==> config.mk <==
export PLATFORM = sky130hd
export DESIGN_NAME = video_fetch
export DESIGN_NICKNAME = d
export VERILOG_FILES = /design/src/rtl/video_fetch.sv
export SDC_FILE = /design/constraint.sdc
export NUM_CORES = 1
export LEC_CHECK = 0
export BUFFER_PORTS_ARGS = -buffer_cell sky130_fd_sc_hd__buf_2
export CAP_MARGIN = 15
export CORE_UTILIZATION = 42
export DETAILED_ROUTE_END_ITERATION = 10
export REMOVE_ABC_BUFFERS = 1
export SETUP_SLACK_MARGIN = 0.3
export SKIP_LAST_GASP = 1
export SYNTH_ARGS = -nofsm -noshare
export SYNTH_HDL_FRONTEND = slang
export SYNTH_SLANG_ARGS = --single-unit
==> constraint.sdc <==
create_clock -name clock -period 2.6 [get_ports clock]
set_input_delay 0 -clock clock [delete_from_list [all_inputs] [get_ports clock]]
set_output_delay 0 -clock clock [all_outputs]
set_load 0.05 [all_outputs]
==> src/rtl/video_fetch.sv <==
// ZX 48K-style video stage: raster timing, VRAM bitmap/attribute fetch, pixel serialiser.
// Optional FLOATING_BUS_EN adds the fbus output (last fetched byte, else 8'hFF).
module video_fetch #(
  parameter int unsigned HCOUNT = 448,
  parameter int unsigned VCOUNT = 312
) (
  input  logic        clock,
  input  logic        reset,
  input  logic        ce,
  input  logic [2:0]  border,
  output logic [12:0] a,
  input  logic [7:0]  q,
  output logic        r,
  output logic        g,
  output logic        b,
  output logic        i,
  output logic        hsync,
  output logic        vsync,
  output logic        blank,
  output logic        int_n
`ifdef FLOATING_BUS_EN
  ,
  output logic [7:0]  fbus
`endif
);

  logic [8:0]  hc_q, hc_d, vc_q, vc_d;
  logic [4:0]  flash_q, flash_d;
  logic [12:0] a_q, a_d;
  logic [7:0]  bmp_q, bmp_d, attr_lat_q, attr_lat_d;
  logic [7:0]  shift_q, shift_d, attr_q, attr_d;
  logic        disp_q, disp_d;
  logic [3:0]  rgbi_q, rgbi_d;
  logic        hsync_q, hsync_d, vsync_q, vsync_d, blank_q, blank_d, int_n_q, int_n_d;
  logic        hc_wrap, vc_wrap, fetch, pix;
  logic [2:0]  col;

  assign hc_wrap = (hc_q == 9'(HCOUNT - 1));
  assign vc_wrap = (vc_q == 9'(VCOUNT - 1));
  assign fetch   = (vc_q < 9'd192) && (hc_q < 9'd256);

  always_comb begin
    hc_d    = hc_wrap ? 9'd0 : hc_q + 9'd1;
    vc_d    = vc_q;
    flash_d = flash_q;
    if (hc_wrap) begin
      vc_d = vc_wrap ? 9'd0 : vc_q + 9'd1;
      if (vc_wrap) flash_d = flash_q + 5'd1;
    end
  end

  // Each latch lands two ce after its address, so the registered RAM's latency is covered.
  always_comb begin
    a_d        = a_q;
    bmp_d      = bmp_q;
    attr_lat_d = attr_lat_q;
    if (fetch) begin
      unique case (hc_q[2:0])
        3'd0:    a_d = {vc_q[7:6], vc_q[2:0], vc_q[5:3], hc_q[7:3]};
        3'd2: begin
          bmp_d = q;
          a_d   = {3'b110, vc_q[7:3], hc_q[7:3]};
        end
        3'd4:    attr_lat_d = q;
        default: ;
      endcase
    end
  end

  always_comb begin
    shift_d = {shift_q[6:0], 1'b0};
    attr_d  = attr_q;
    disp_d  = disp_q;
    if (hc_q[2:0] == 3'd7) begin
      shift_d = bmp_q;
      attr_d  = attr_lat_q;
      disp_d  = fetch;
    end
  end

  always_comb begin
    hsync_d = (hc_q >= 9'd344) && (hc_q <= 9'd375);
    vsync_d = (vc_q >= 9'd248) && (vc_q <= 9'd251);
    blank_d = ((hc_q >= 9'd320) && (hc_q <= 9'd415)) || ((vc_q >= 9'd248) && (vc_q <= 9'd255));
    int_n_d = !((vc_q == 9'd248) && (hc_q < 9'd32));
  end

  // Colour is {r, g, b, i}; attribute colour fields are ordered b, r, g from bit 0.
  always_comb begin
    pix = shift_q[7] ^ (attr_q[7] & flash_q[4]);
    col = pix ? attr_q[2:0] : attr_q[5:3];
    if (blank_d) begin
      rgbi_d = 4'b0000;
    end else if (disp_q) begin
      rgbi_d = {col[1], col[2], col[0], attr_q[6]};
    end else begin
      rgbi_d = {border[1], border[2], border[0], 1'b0};
    end
  end

  always_ff @(posedge clock or posedge reset) begin
    if (reset) begin
      hc_q       <= '0;
      vc_q       <= '0;
      flash_q    <= '0;
      a_q        <= '0;
      bmp_q      <= '0;
      attr_lat_q <= '0;
      shift_q    <= '0;
      attr_q     <= '0;
      disp_q     <= 1'b0;
      rgbi_q     <= '0;
      hsync_q    <= 1'b0;
      vsync_q    <= 1'b0;
      blank_q    <= 1'b1;
      int_n_q    <= 1'b1;
    end else if (ce) begin
      hc_q       <= hc_d;
      vc_q       <= vc_d;
      flash_q    <= flash_d;
      a_q        <= a_d;
      bmp_q      <= bmp_d;
      attr_lat_q <= attr_lat_d;
      shift_q    <= shift_d;
      attr_q     <= attr_d;
      disp_q     <= disp_d;
      rgbi_q     <= rgbi_d;
      hsync_q    <= hsync_d;
      vsync_q    <= vsync_d;
      blank_q    <= blank_d;
      int_n_q    <= int_n_d;
    end
  end

  assign a     = a_q;
  assign r     = rgbi_q[3];
  assign g     = rgbi_q[2];
  assign b     = rgbi_q[1];
  assign i     = rgbi_q[0];
  assign hsync = hsync_q;
  assign vsync = vsync_q;
  assign blank = blank_q;
  assign int_n = int_n_q;

`ifdef FLOATING_BUS_EN
  logic [7:0] fbus_q, fbus_d;

  // Bus shows the byte just fetched through the rest of the cell, idle value elsewhere.
  always_comb begin
    fbus_d = 8'hFF;
    if (fetch && (hc_q[2:0] >= 3'd2)) begin
      fbus_d = ((hc_q[2:0] == 3'd2) || (hc_q[2:0] == 3'd4)) ? q : fbus_q;
    end
  end

  always_ff @(posedge clock or posedge reset) begin
    if (reset) begin
      fbus_q <= 8'hFF;
    end else if (ce) begin
      fbus_q <= fbus_d;
    end
  end

  assign fbus = fbus_q;
`endif

endmodule

* Yosys cells after proc, flatten, opt, wreduce, memory -nomap -nowiden
Cells that the tools add are included.
** Word-level totals
- Register bits after elaboration :: 77
- Input bits :: 14
- Output and inout port bits :: 21
- Logic and storage cells :: 58
** Cells by class
- Add/sub/neg operators :: 3
- $lt $le $gt $ge :: 10
- Equality and inequality tests :: 6
- Muxes and demuxes :: 7
- Bitwise operators :: 2
- Reduce and logical (&&, ||, !) cells :: 16
** Operators by type and width (count)
- $pmux 13 s2 :: 1
- $add 9x1->9 const B :: 2
- $eq 9x9->1 const B :: 2
- $ge 9x9->1 const B :: 2
- $le 9x8->1 const B :: 2
- $le 9x9->1 const B :: 2
- $mux 9 :: 2
- $reduce_and 3->1 :: 4
- $eq 9x8->1 const B :: 1
- $ge 9x8->1 const B :: 1
- $lt 9x6->1 const B :: 1
- $lt 9x8->1 const B :: 1
- $lt 9x9->1 const B :: 1
- $mux 4 :: 2
- $mux 8 :: 1
- $eq 3x3->1 const B :: 2
- $logic_and 1x1->1 :: 6
- $add 5x1->5 const B :: 1
- $reduce_and 2->1 :: 2
- $eq 3x2->1 const B :: 1
- $logic_not 3->1 :: 1
- $mux 3 :: 1
- $reduce_bool 2->1 :: 1
- $and 1x1->1 :: 1
- 3 further kinds :: 3

* Logic depth before layout (Yosys ltp)
- Depth after elaboration :: 5
- Gate-level depth with buffers :: 7
- Gate-level depth less buffers :: 7

* Worst setup path before layout
OpenSTA, ideal clock, no wires.
- Path kind :: register to register
- From :: register hc_q[1]
- To :: register attr_q[0]
- Setup time :: 0.125 ns
- Data arrival time :: 1.585 ns
- Data required time :: 2.475 ns
- Setup slack :: 0.890 ns
- Stages on the path, launching flop included :: 6
- Buffers on the path :: 1
- Clock period less this slack :: 1.710 ns
- Cells stage by stage :: dfrtp_1 ha_1 ha_1 buf_2 nand2_1 mux2_2
** Between the ends
- Cells in the longest elaborated chain, start to end :: 2
** Ends and longest elaborated chain
- start, declared :: line 27 : logic [8:0] hc_q, hc_d, vc_q, vc_d;
- start signal, assigned :: line 103 : hc_q <= '0;
- start signal, assigned :: line 118 : hc_q <= hc_d;
- $eq 3x3->1 :: line 74 : if (hc_q[2:0] == 3'd7) begin
- $reduce_and 2->1 (no source line)
- end signal, assigned :: line 125 : attr_q <= attr_d;
- end, declared :: line 31 : logic [7:0] shift_q, shift_d, attr_q, attr_d;
Every way passes these cells.
A chain may end at the register's enable or synchronous reset.

* Worst setup path after layout
- From :: register vc_q[3]
- To :: register rgbi_q[2]
** Between the ends
- Cells in the longest elaborated chain, start to end :: 4
- Elaborated cells between the ends (all ways) :: 5
- Classes of those cells :: order compare (2); mux (1); reduce/logical (2)
** Ends and longest elaborated chain
- start, declared :: line 27
- start signal, assigned :: line 119 : vc_q <= vc_d;
- $ge 9x8->1 / $le 9x8->1 (equally long branches) :: line 84 : blank_d = ((hc_q >= 9'd320) && (hc_q <= 9'd415)) || ((vc_q >= 9'd248) && (vc_q <= 9'd255));
- $logic_and 1x1->1 * :: line 84
- $logic_or 1x1->1 * :: line 84
- $mux 4 * :: line 92 : if (blank_d) begin
- end signal, assigned :: line 127 : rgbi_q <= rgbi_d;
- end, declared :: line 33 : logic [3:0] rgbi_q, rgbi_d;
Mark *: on every way between the ends. The rest lies on a longest branch, timed or not.

==> metrics <==
clock latency on the worst-skew pair 0.35 ns; Cell Chain, Critical Path and3_1 > nand3_1 > nor2_1 > ha_1 > a21oi_1 > o2111ai_1 > o32ai_1; first-pass GRT wire length 11800 um; pin count of the biggest net entering global routing 38; number of synthesized flops with an enable pin 0; max-slew violations 0; setup ws final 0.557 ns; placer congestion estimate 0.811; Crit. End Element flip-flop; count of max-cap constraint violations 0; Clock Sinks 77; r2r endpoint rgbi_q[2]; unrepaired setup endpoints after global routing no; cell area after synthesis 3600 um2; Place WS 0.557 ns; Final Skew 0.0114 ns; crit path launch vc_q[3]; die area 8950 um2; register area share after synthesis 53.6%; pwr dens 609 nW/um2; top_reg_cell synth dfrtp_1; drt via density 5.17; Ports 35; n_diodes 0; Yosys cell types 56; Worst Tran Pin Value 0.656 ns; row count 33; Min Hold Slack 0.0407 ns; Worst setup SP type flip-flop; clock slew at reported path FFs 0.08 ns; routed wire length 6800 um; initial antenna violation count 0; Synth area leaders dfrtp_1 (52%), mux2_2 (11%), ha_1 (2.8%), mux2i_1 (2.8%), xnor2_1 (2.2%); critical path's slowest cell dfrtp_1; Crit path buffers/inverters 0; H-Tree Depth 3; port bufs 34; Worst Hold Class input port to flip-flop; commonest cells after routing, fill and taps aside dfrtp_1 (75), mux2_2 (35), buf_2 (34); reg2reg setup slack 0.56 ns; post-DP HPWL 4800 um; drc violations 0; CP max FO 8; CTS tree yes; DRT iter0 DRCs 99; share of cells above drive strength 1 29.8%; Placed Area 3870 um2; CP peak stage delay 0.52 ns; Worst EP arrival 2.25 ns; starting density of the core 43.6%; Die W 94.6 um; Final Cycle Share 78.6%; fmax 489 MHz; Gates resized, CTS repair 0; Synth Register Bits 77; Synth-to-Final Area Change 15.9%; Crit Reg-Reg Startpoint vc_q[3]; DRT Pass-1 Iters 4; final setup fails 0; most common cell after layout, fill and taps aside dfrtp_1; family with the most delay on the worst path compound AO/OA/AOI/OAI gates; Die Ht 94.6 um; outcome finished, final reports clean; crit path kind flip-flop to flip-flop; worst setup path end rgbi_q[2]; Synth top area share 52.1%; Design Area, Final 4180 um2; Final Hold Vio Count 0; relative slew slack 56.2%; Leakage 2.03 nW; gr usage total 17.4%; Max VDD drop 0.234 mV; Vias 2399; Final #Nets 376; Post-Syn Instances 307; Core Region 8260 um2; Worst EP required 2.81 ns; synth warn 0; post-layout min period 2.04 ns; setup total negative slack 0 ns; Core Util, Final 50.6%; vias in the first global route 2434; R2R depth 7; cell count along the critical path 7; Clock Tree Root clkbuf_8; area leader, netlist dfrtp_1; cts bufs inserted 9; Remaining Overflow, GRT 0; Avg Cell Area, Syn 11.7 um2; wire per inst 14.7 um; clk buf depth 2; post-route ant nets 0; asr flop ratio synth 100%
==> flip-flops by register name (all words and copies together), names as in the netlist <==
name	count
attr_lat_q	8
hsync	1
shift_q	8
a	13
blank	1
int_n	1
flash_q	5
vc_q	9
hc_q	9
vsync	1
attr_q	8
rgbi_q	4
disp_q	1
bmp_q	8
==> report_power, final <==
part	switching, mW	total (mW)	internal, mW
Sequential	0.108	1.37	1.26
Clock	0.473	0.832	0.359
Combinational	0.188	0.341	0.153
==> cells in the mapped netlist (all sizes together), types with 2 or more instances <==
master / count
a21oi: 10
and3: 10
and3b: 2
buf: 13
dfrtp: 75
dfstp: 2
ha: 8
inv: 15
mux2: 36
mux2i: 10
nand2: 19
nand2b: 2
nand3: 13
nand3b: 5
nand4: 5
nor2: 18
nor2b: 4
nor3: 2
o21ai: 16
o22ai: 2
o2bb2ai: 2
o32ai: 3
or3: 4
xnor2: 9
xor2: 2
==> worst min-delay path: stages <==
cell and delay [ns]:
buf_2 0.20, nor2_1 0.14, a41oi_1 0.05
==> routing by layer <==
metal	routed length, um	global-route usage (%)	vias up
li1	-	-	1177
met1	3570	25.5	1183
met2	2960	25.2	32
met3	188	4.35	7
met4	78	5.30	0
met5	0	0	-
==> worst min-delay path by stage <==
stage               cells after the start  slack, ns       end   from
global placement                        2      -0.02  bmp_q[6]  reset
detailed placement                      2      -0.02  bmp_q[6]  reset
finish                                  3       0.04     int_n     ce
floorplan                               1       0.08     int_n     ce
global route                            3       0.06     int_n     ce
CTS                                     3       0.03     int_n     ce
==> cells by family (layout without fill, tap and decap cells) <==
family	after synthesis	after routing	synth area share, %
and+or+nand+nor	90	90	15.0
DFF	77	77	53.6
AOI/OAI and AO/OA	46	46	8.44
muxes	46	46	14.0
buffers and inverters	29	81	3.54
xor gates and xnor gates	11	11	2.67
adders and majority gates	8	8	2.78
==> timing repair <==
action	4_1_cts	5_1_grt
endpoints found under the hold margin	68	0
setup endpoints to repair	0	0
hold buffers	12	0
setup buffers	0	0
==> through the flow <==
step,total power [mW],cells
6_report,2.54,464
5_1_grt,2.69,464
4_1_cts,2.58,464
3_5_place_dp,1.73,436
3_3_place_gp,1.72,436
2_1_floorplan,1.62,293
==> layout make-up <==
cell class,instances,area (um2)
clock buffer,9,124
clock inverter,7,57.6
fill,759,4080
inverter,15,56.3
multi-input combinational,201,1550
sequential,77,1930
tap,105,131
timing repair buffer,50,333
No activity file was read; power rests on OpenSTA's default activity.
